===== config.mk =====
export PLATFORM = sky130hd
export DESIGN_NAME = scroll_datapath
export DESIGN_NICKNAME = d
export VERILOG_FILES = /design/src/rtl/scroll_datapath.sv
export SDC_FILE = /design/constraint.sdc
export NUM_CORES = 1
export LEC_CHECK = 0
export CAP_MARGIN = 10
export CORE_MARGIN = 2
export CORE_UTILIZATION = 45
export DETAILED_ROUTE_END_ITERATION = 16
export PLACE_DENSITY = 0.62
export RECOVER_POWER = 50
export SLEW_MARGIN = 20
export SYNTH_ARGS = -nofsm -noshare
export SYNTH_HDL_FRONTEND = slang
export SYNTH_SLANG_ARGS = --single-unit

===== constraint.sdc =====
create_clock -name clk -period 3.4 [get_ports clk]
set_clock_uncertainty 0.15 [all_clocks]
set_input_delay 0.68 -clock clk [delete_from_list [all_inputs] [get_ports clk]]
set_output_delay 0.68 -clock clk [all_outputs]
set_load 0.05 [all_outputs]

===== src/rtl/scroll_datapath.sv =====
// Scrolling seven-segment message datapath: prescaled step tick, circular
// message buffer with a moving display window, and a rotating LED register.
module scroll_datapath #(
  parameter int NUM_DIGITS = 6,
  parameter int MSG_LEN    = 16,
  parameter int SEG_W      = 7,
  parameter int LED_W      = 10,
  parameter int TICK_DIV   = 25_000_000
) (
  input  logic                        clk,
  input  logic                        reset,
  input  logic                        wr_en,
  input  logic [$clog2(MSG_LEN)-1:0]  wr_addr,
  input  logic [SEG_W-1:0]            wr_data,
  input  logic [1:0]                  mode,
  input  logic                        ledr_en,
  input  logic [LED_W-1:0]            ledr_in,
  output logic [NUM_DIGITS*SEG_W-1:0] hex_out,
  output logic [LED_W-1:0]            ledr_out,
  output logic [$clog2(MSG_LEN)-1:0]  offset,
  output logic                        tick
);

  localparam int AW = $clog2(MSG_LEN);
  localparam int CW = (TICK_DIV > 1) ? $clog2(TICK_DIV) : 1;
  localparam logic [CW-1:0] CNT_LAST  = CW'(TICK_DIV - 1);
  localparam logic [AW-1:0] OFF_LAST  = AW'(MSG_LEN - 1);
  localparam logic [AW:0]   MSG_LEN_W = (AW+1)'(MSG_LEN);

  typedef enum logic [1:0] {
    MODE_HOLD     = 2'b00,
    MODE_LEFT     = 2'b01,
    MODE_RIGHT    = 2'b10,
    MODE_HOLD_ALT = 2'b11
  } mode_e;

  mode_e                       mode_s;
  logic [CW-1:0]               cnt_q, cnt_d;
  logic [AW-1:0]               off_q, off_d;
  logic [SEG_W-1:0]            msg_q [MSG_LEN];
  logic [SEG_W-1:0]            msg_d [MSG_LEN];
  logic [NUM_DIGITS*SEG_W-1:0] hex_q, hex_d;
  logic [LED_W-1:0]            led_q, led_d;
  logic [LED_W-1:0]            led_rotl, led_rotr;
  logic                        tick_s;
  logic                        addr_ok;
  int unsigned                 idx;

  assign mode_s  = mode_e'(mode);
  assign tick_s  = (cnt_q == CNT_LAST);
  assign addr_ok = ({1'b0, wr_addr} < MSG_LEN_W);

  // Shift-based rotation stays legal for any LED_W, including 1.
  assign led_rotl = (led_q << 1) | (led_q >> (LED_W - 1));
  assign led_rotr = (led_q >> 1) | (led_q << (LED_W - 1));

  always_comb begin
    cnt_d = tick_s ? '0 : cnt_q + CW'(1);
  end

  always_comb begin
    off_d = off_q;
    if (tick_s) begin
      case (mode_s)
        MODE_LEFT:  off_d = (off_q == OFF_LAST) ? '0 : off_q + AW'(1);
        MODE_RIGHT: off_d = (off_q == '0) ? OFF_LAST : off_q - AW'(1);
        default:    off_d = off_q;
      endcase
    end
  end

  always_comb begin
    msg_d = msg_q;
    if (wr_en && addr_ok) begin
      msg_d[wr_addr] = wr_data;
    end
  end

  // Window index never exceeds 2*MSG_LEN-2, so one conditional subtract wraps it.
  always_comb begin
    hex_d = '1;
    idx   = 0;
    for (int unsigned k = 0; k < NUM_DIGITS; k++) begin
      idx = 32'(off_q) + 32'(NUM_DIGITS - 1) - k;
      if (idx >= 32'(MSG_LEN)) begin
        idx = idx - 32'(MSG_LEN);
      end
      hex_d[k*SEG_W +: SEG_W] = msg_q[idx[AW-1:0]];
    end
  end

  always_comb begin
    led_d = led_q;
    if (ledr_en) begin
      led_d = ledr_in;
    end else if (tick_s) begin
      case (mode_s)
        MODE_LEFT:  led_d = led_rotl;
        MODE_RIGHT: led_d = led_rotr;
        default:    led_d = led_q;
      endcase
    end
  end

  always_ff @(posedge clk or negedge reset) begin
    if (!reset) begin
      cnt_q <= '0;
      off_q <= '0;
      hex_q <= '1;
      led_q <= '0;
      for (int unsigned i = 0; i < MSG_LEN; i++) begin
        msg_q[i] <= '1;
      end
    end else begin
      cnt_q <= cnt_d;
      off_q <= off_d;
      hex_q <= hex_d;
      led_q <= led_d;
      msg_q <= msg_d;
    end
  end

  assign hex_out  = hex_q;
  assign ledr_out = led_q;
  assign offset   = off_q;
  assign tick     = tick_s;

endmodule

Yosys cells after proc, flatten, opt, wreduce, memory -nomap -nowiden
Cells that the tools add are included.
{"block": "totals", "ramBits": 0, "ff_bits": 193, "rom_bits": 0, "latchBits": 0, "out_inout_bits": 57, "n_memories": 0}
{"block": "op_classes", "add_sub_neg": 15, "shift": 0, "n_eq_ne": 4, "magnitude_cmp": 14, "mux": 34, "div": 0, "bitwise": 9, "n_reduce_logical": 7, "n_mul": 0}
{"cell": "$bmux 7 s4", "n": 6}
{"cell": "$ge 32x5->1 const B", "n": 5}
{"cell": "$bwmux 112", "n": 1}
{"cell": "$mux 7", "n": 13}
{"cell": "$ge 5x5->1 const B", "n": 8}
{"cell": "$not 4->5", "n": 7}
{"cell": "$mux 4", "n": 8}
{"cell": "$demux 7 s4", "n": 1}
{"cell": "$sub 4x1->4 const B", "n": 7}
{"cell": "$add 25x1->25 const B", "n": 1}
{"cell": "$eq 25x25->1 const B", "n": 1}
{"cell": "$mux 25", "n": 1}
{"cell": "$mux 10", "n": 2}
{"cell": "$pmux 10 s2", "n": 1}
{"cell": "$sub 5x2->6 const B", "n": 2}
{"cell": "$sub 5x3->6 const B", "n": 2}
{"cell": "$or 10x1->10", "n": 1}
{"cell": "$or 9x10->10", "n": 1}
{"cell": "$pmux 4 s2", "n": 1}
{"cell": "$sub 5x1->6 const B", "n": 1}
{"cell": "$add 4x3->5 const B", "n": 1}
{"cell": "$lt 5x1->1 const B", "n": 1}
{"cell": "$add 4x1->4 const B", "n": 1}
{"cell": "$eq 4x4->1 const B", "n": 1}
{"cell": "other kinds (7)", "n": 9}

Logic depth before layout (Yosys ltp)
{"block": "depth", "depth_word": 8, "ltp_mapped": 12}

Worst setup path after synthesis
Ideal clock, no wire load.
{"block": "synth_timing", "kind": "register -> register", "start": "register off_q[0], in the netlist offset[0]", "end": "register hex_q[26], in the netlist hex_out[26]", "setup_time_ns": 0.099, "setup_slack_ns": 0.124, "t_arrival_ns": 3.026, "stages_incl_launch_ff": 12, "t_required_ns": 3.151, "path_cell_list": "dfrtp_1 buf_2 inv_2 clkbuf_1 ha_1 buf_2 buf_2 buf_2 buf_2 mux4_2 a211oi_1 a21oi_1"}
{"block": "synth_between", "elab_chain_len": 8, "word_cells_on_any_way": 9, "classes_between": "3 x add/sub; 1 x order compare; 4 x mux; 1 x bitwise"}
{"element": "start, declared", "line_no": "39", "text": "logic [AW-1:0] off_q, off_d;"}
{"element": "start signal, assigned", "line_no": "108", "text": "off_q <= '0;"}
{"element": "start signal, assigned", "line_no": "116", "text": "off_q <= off_d;"}
{"element": "$add 4x3->5 *", "line_no": "84", "text": "idx = 32'(off_q) + 32'(NUM_DIGITS - 1) - k;"}
{"element": "$sub 5x2->6 *", "line_no": "84"}
{"element": "$ge 32x5->1 or $sub 4x1->4 (tied branches)", "line_no": "85, 86"}
{"element": "$mux 4 *", "line_no": "85", "text": "if (idx >= 32'(MSG_LEN)) begin"}
{"element": "$not 4->5 (not written as such) *", "line_no": "88", "text": "hex_d[k*SEG_W +: SEG_W] = msg_q[idx[AW-1:0]];"}
{"element": "$bmux 7 s4 *", "line_no": "88"}
{"element": "$mux 7 (not written as such) * (2 in a row)", "line_no": "88"}
{"element": "net hex_d[26]", "line_no": "42", "text": "logic [NUM_DIGITS*SEG_W-1:0] hex_q, hex_d;"}
{"element": "end signal, assigned", "line_no": "109", "text": "hex_q <= '1;"}
{"element": "end signal, assigned", "line_no": "117", "text": "hex_q <= hex_d;"}
{"element": "end, declared", "line_no": "42"}
Mark *: on every way through the listed nets, which the timed path passes. The rest lies on a longest branch. The select of a mux whose other input is x is not followed.
A chain may end at the register's enable or synchronous reset.

Worst setup path after layout
{"block": "layout_timing", "start": "register off_q[3], in the netlist offset[3]", "end": "output port offset[3]"}
{"element": "end, declared", "line_no": "20", "text": "output logic [$clog2(MSG_LEN)-1:0] offset,"}
No word-level cell between the ends.

==> impl_results.md <==
* First-pass GRT wire length at 50.2 mm
* Net Count, Synth at 968
* Post-Route WL at 32.1 mm
* Setup_tns at 0 ns
* Worst path required time at 2.57 ns
* CTS tree: done
* TritonRoute pass-1 iters at 5
* Final setup vio count at 0
* Critical Path Max Stage Delay at 0.92 ns
* Worst VDD drop at 569 uV
* Io pins at 84
* Cell Chain, Critical Path: clkdlybuf4s50_1
* Least-Margin Pin Slew at 1.93 ns
* Worst-Skew Late Latency at 0.46 ns
* Power, Total at 9.96 mW
* Status: complete, but fails checks
* Core Rows at 59
* Hpwl dp at 22.0 mm
* Post CTS Setup Buffer Count at 0
* Avg WL per Cell at 23.5 um
* Clock sink total at 193
* Clk slew on worst S/H paths at 0.08 ns
* Met1 usage at 0.351
* Synth unique cells at 50
* Post-synth top cells: mux2_2, dfstp_2, mux2i_1, mux4_2, nor2_1
* All-Layer GR Usage at 0.238
* Number of port buffers at 83
* GRT met3 Usage at 0.0471
* Pin count of the biggest net entering global routing at 96
* FMAX at 341 MHz
* Final Slew Violations at 74
* DRC Markers at 0
* Die height at 167 um
* Sequential Area at 0.00503 mm^2
* Failing checks: max-capacitance violations, max-slew violations
* Most used flip-flop cell after synthesis: dfstp_2
* Most Crowded Layer GR: met2
* Placed cell count at 1333
* Via/cell ratio at 6.06
* Max-cap violations at 1
* Mapped Cells at 935
* CP delay by family, top: buffers and inverters
* Fill cells at 2251
* Core Box Area at 0.0261 mm^2
* Multi-input gate area at 0.00661 mm^2
* CP Launch Type: flip-flop
* Min-Delay Endpoint: cnt_q[0]$_DFF_PN0_
* Syn-to-layout area delta at 16.5%
* Dpl cell area at 0.0133 mm^2
* Worst min path class: flip-flop to flip-flop
* Post-synth EDFFs at 0
* Routability Congestion at 0.853
* 1st-iter DRT viols at 643
* Post-CTS sizing at 0
* Worst reg2reg path endpoint: hex_out[5]$_DFF_PN1_
* Power density cells at 717 mW/mm^2
* Layout cells sized above 1 at 0.465
* CTS Buffer Depth at 2
* Most common cell in the netlist: mux2_2
* Avg Cell Area, Syn at 12.8 um^2
* Leading area contributor after synthesis: dfstp_2
* DP Worst Slack at 0.609 ns
* Period utilisation layout at 0.862
* Fin worst setup slack at 0.469 ns
* Critical Path End Type: output port
* Async SR Flop Fraction at 1.00
* Critical-path maximum fanout at 14
* GR Util met2 at 0.357
* Buffers plus inverters on the worst setup path at 1
* Seq/Total Area, Yosys at 0.421
* Cell Area, Synth at 0.0119 mm^2
* Antenna violations before repair at 0
* Critical Path Slowest Stage Cell: clkdlybuf4s50_1
* Min-delay src: cnt_q[0]$_DFF_PN0_
* Die Area at 0.0278 mm^2
* H-tree levels at 4
* WHS at 0.319 ns
* Worst hold stages at 1
* Crit Path Category: flip-flop to output port
* Post-synth top area share at 0.339
* Gr ovfl total at 0
* Slew HR at -0.287
* Worst R2R Path Depth at 7
* Total CTS buffers at 17
* Critical Path AT at 2.10 ns
* Lkg Pwr at 5.33 nW
* Post-route cell area at 0.0139 mm^2
* Hold buffers post-CTS at 0
* Antenna viol nets, final at 0
* Die X-Extent at 167 um
* Final core occ at 0.533
* Tmin final at 2.93 ns
* # diodes at 0
* Ys Warns at 0
* Largest cells by area after synthesis: dfstp_2, mux4_2, mux2_2, dfrtp_1, mux2i_1
* Initial Utilization at 0.458
* Root buf cell: clkbuf_16
* R2r setup slk at 0.51 ns
* Vias post-DR at 8271
* R2r startpoint: offset[2]$_DFFE_PN0P_
* NumNets Final at 1050
* Unrepaired setup endpoints after global routing: no
* Vias in the first global route at 8117
* Fin cells at 1365
* Hold Vio Cnt, Final at 0
* FF+latch count, synth at 193
registers in the layout, indices dropped and copies added, names as in the netlist:
register and count:
offset 4, msg_q 112, ledr_out 10, cnt_q 25
hex_out 42
power by group:
group | switching (mW) | total, mW | internal [mW]
combinational | 2.22 | 4.10 | 1.88
clock | 1.07 | 2.08 | 1.01
sequential | 0.527 | 3.78 | 3.25
total | 3.81 | 9.96 | 6.14
worst max-delay path by stage:
stage | startpoint | end | cells past startpoint
3_5_place_dp | wr_en | msg_q[97]$_DFFE_PN1P_ | 4
3_3_place_gp | offset[0]$_DFFE_PN0P_ | hex_out[40]$_DFF_PN1_ | 6
6_report | offset[3]$_DFFE_PN0P_ | offset[3] | 1
2_1_floorplan | offset[0]$_DFFE_PN0P_ | hex_out[26]$_DFF_PN1_ | 11
4_1_cts | offset[3]$_DFFE_PN0P_ | offset[3] | 1
5_1_grt | cnt_q[0]$_DFF_PN0_ | tick | 5
metal layers:
layer,wire [um],vias up
li1,-,3709
met1,14700,4267
met2,14800,249
met3,1870,46
met4,700,0
met5,0,-
cells by family (layout without fill, tap and decap cells):
family	after synthesis	count (layout)	share of synthesized area
buffers and inverters	72	167	0.0272
muxes	329	329	0.376
and+or+nand+nor	190	190	0.0799
xor gates and xnor gates	33	33	0.0308
adders and majority gates	6	6	0.00630
DFF	193	193	0.421
AOI/OAI and AO/OA	112	112	0.0582
placed cells by master (no fill, tap or decap), types with 6 or more instances in the layout:
master | synthesis | layout
clkinv_8 | 0 | 7
mux4_2 | 80 | 80
clkbuf_1 | 29 | 6
nor3_1 | 13 | 12
or3_1 | 8 | 8
a21oi_1 | 34 | 34
dfrtp_1 | 39 | 37
nand2_1 | 45 | 45
xor2_1 | 11 | 11
nand4_1 | 8 | 8
clkdlybuf4s50_1 | 0 | 80
clkbuf_16 | 0 | 17
xnor2_1 | 16 | 16
buf_4 | 5 | 34
a211oi_1 | 18 | 18
mux2_2 | 155 | 155
o21ai_0 | 28 | 28
nor2_1 | 52 | 52
mux2i_1 | 94 | 94
nand2b_1 | 8 | 8
o22ai_1 | 11 | 11
nor2b_1 | 19 | 19
dfstp_2 | 154 | 154
nand3_1 | 11 | 11
area by class of cell:
| type | count | area share |
|---|---|---|
| tap | 335 | 0.0302 |
| inverter | 5 | 0.00135 |
| timing repair buffer | 130 | 0.0861 |
| clock inverter | 15 | 0.0145 |
| clock buffer | 17 | 0.0306 |
| multi-input combinational | 670 | 0.475 |
| sequential | 193 | 0.362 |
Power figures use the tool's default switching activity.
==> edit: new RTL, same flow settings <==
Put one more register stage on the output `ledr_out`, with the module's reset. The value now appears one clock later. The other outputs are not delayed to match.
--- a/src/rtl/scroll_datapath.sv
+++ b/src/rtl/scroll_datapath.sv
@@ -123,3 +123,9 @@
   assign hex_out  = hex_q;
-  assign ledr_out = led_q;
+  always_ff @(posedge clk or negedge reset) begin
+    if (!reset) begin
+      ledr_out <= '0;
+    end else begin
+      ledr_out <= led_q;
+    end
+  end
   assign offset   = off_q;
Behaviour: not the same (Yosys sat finds a counterexample within 4 cycles, from zero or initial values and one cycle with reset low).
==> edit against the unedited design <==
The run still ends with capacitance limit, slew limit left. Global-route usage fell by 1.5 points. Sequential share of layout area rose by 1.4 points. Worst setup slack got worse by 240 ps. Sequential cell count rose by 10. Area after synthesis rose by 0.30%. Maximum frequency fell by 7.5%. Cell area rose by 1.1%. First-iteration DRC count rose by 25%. Synthesized cell count rose by 0.75%. Utilization rose by 0.59 points. Wire length fell by 3.8%. Critical path type unchanged. Largest cell class unchanged. Highest routed layer unchanged.
Power is not compared: it rests on default switching activity, and its combinational part moved more than twofold at a synthesized area within 25%.
==> edit: results (changes against the unedited design) <==
run status -> finished, violations left (unchanged)
violated checks -> capacitance limit, slew limit (unchanged)
final non-filler cell total -> 1,374 (was 1,365)
total global routing track utilization -> 22.30% (was 23.76%)
Clk pin slew, worst setup/hold paths -> 60 ps (was 80 ps)
starting DRC count in detailed routing -> 805 (was 643)
leading cell types by count after synthesis -> 154 x sky130_fd_sc_hd__dfstp_2, 123 x sky130_fd_sc_hd__mux2_2, 87 x sky130_fd_sc_hd__mux4_2 (was 155 x sky130_fd_sc_hd__mux2_2, 154 x sky130_fd_sc_hd__dfstp_2, 94 x sky130_fd_sc_hd__mux2i_1)
Post-Place Cell Area -> 0.01330 sq mm (was 0.01332 sq mm)
number of max-slew violations in the final report -> 79 (was 74)
vias in the first global route -> 7,971 (was 8,117)
Cell Count Post-Placement -> 1,330 (was 1,333)
worst slack, placed -> 557.8 ps (was 609.3 ps)
maximum achievable frequency -> 0.3155 GHz (was 0.3411 GHz)
Seq/Total Area, Yosys -> 44.08% (was 42.12%)
maximum fanout along the worst path -> 6 (was 14)
Total Wirelength -> 30.85 mm (was 32.08 mm)
post-detailed-placement half-perimeter wirelength -> 21.32 mm (was 21.97 mm)
worst reg-to-reg setup slack -> 610 ps (was 510 ps)
average instance area after synthesis -> 12.70 sq um (was 12.75 sq um)
maximum count of clock buffers along a single path -> 3 (was 2)
number of different library cells in the post-synthesis netlist -> 52 (was 50)
number of max-cap violations -> 1 (unchanged)
maximum number of pins on one net before global-route repair -> 93 (was 96)
worst-margin pin slew -> 1978 ps (was 1931 ps)
net count after synthesis -> 975 (was 968)
-- edit: layout make-up --
cell class                      count  area, sq um
Clock buffer                       33        695.7
Clock inverter                     11        110.1
Fill cell                        2204        12010
Inverter                            8        30.03
Multi-Input combinational cell    658         6327
Sequential cell                   203         5276
Tap cell                          335        419.2
Timing Repair Buffer              126         1190
-- edit: worst paths after layout --
| path | end | from | cells past startpoint |
|---|---|---|---|
| max | tick | cnt_q[0] | 5 |
| min | ledr_out[0] | led_q[0] | 0 |
| max reg2reg | hex_out[26] | offset[1] | 8 |
| min reg2reg | ledr_out[0] | led_q[0] | 0 |
| max in group asynchronous | cnt_q[20] | reset | 2 |
| min in group asynchronous | ledr_out[2] | reset | 1 |
-- edit: cells by family (layout without fill, tap and decap cells) --
logic type	after synthesis	after routing	synth area share [%]
simple gates	223	223	8.547
fa+ha+maj	6	6	0.6277
mux	269	269	33.58
xor+xnor	36	36	3.076
buf+inv	81	178	3.337
flops	203	203	44.08
compound gates	124	124	6.748
-- edit: worst max-delay path, stage by stage, from the launching register on --
cell and delay, ps:
sky130_fd_sc_hd__dfrtp_1 420, sky130_fd_sc_hd__ha_1 290, sky130_fd_sc_hd__nand4_1 120, sky130_fd_sc_hd__nor4_1 380, sky130_fd_sc_hd__and3_1 420, sky130_fd_sc_hd__buf_12 180
-- edit: stage by stage --
stage | hold slack, ps | util, %
2_1_floorplan | 234.4 | -
3_3_place_gp | 266.2 | 51.02
3_5_place_dp | 267.8 | 51.02
4_1_cts | 64.33 | 54.11
5_1_grt | 295.4 | 53.91
6_report | 285.1 | 53.91
-- edit: per-layer routing --
metal	routed length (um)	GRT usage (%)	part of all wire (%)	up-vias
li1	-	-	-	3713
met1	13830	32.75	45	4253
met2	14550	34.82	47	245
met3	1844	3.493	6.0	44
met4	636	5.660	2.1	0
met5	0	0	0	-
-- edit: power breakdown --
| group | internal, W | switching (W) |
|---|---|---|
| registers | 0.00319 | 0.000455 |
| clock network | 0.00158 | 0.00103 |
| logic | 0.00100 | 0.000979 |
| total | 0.00577 | 0.00246 |
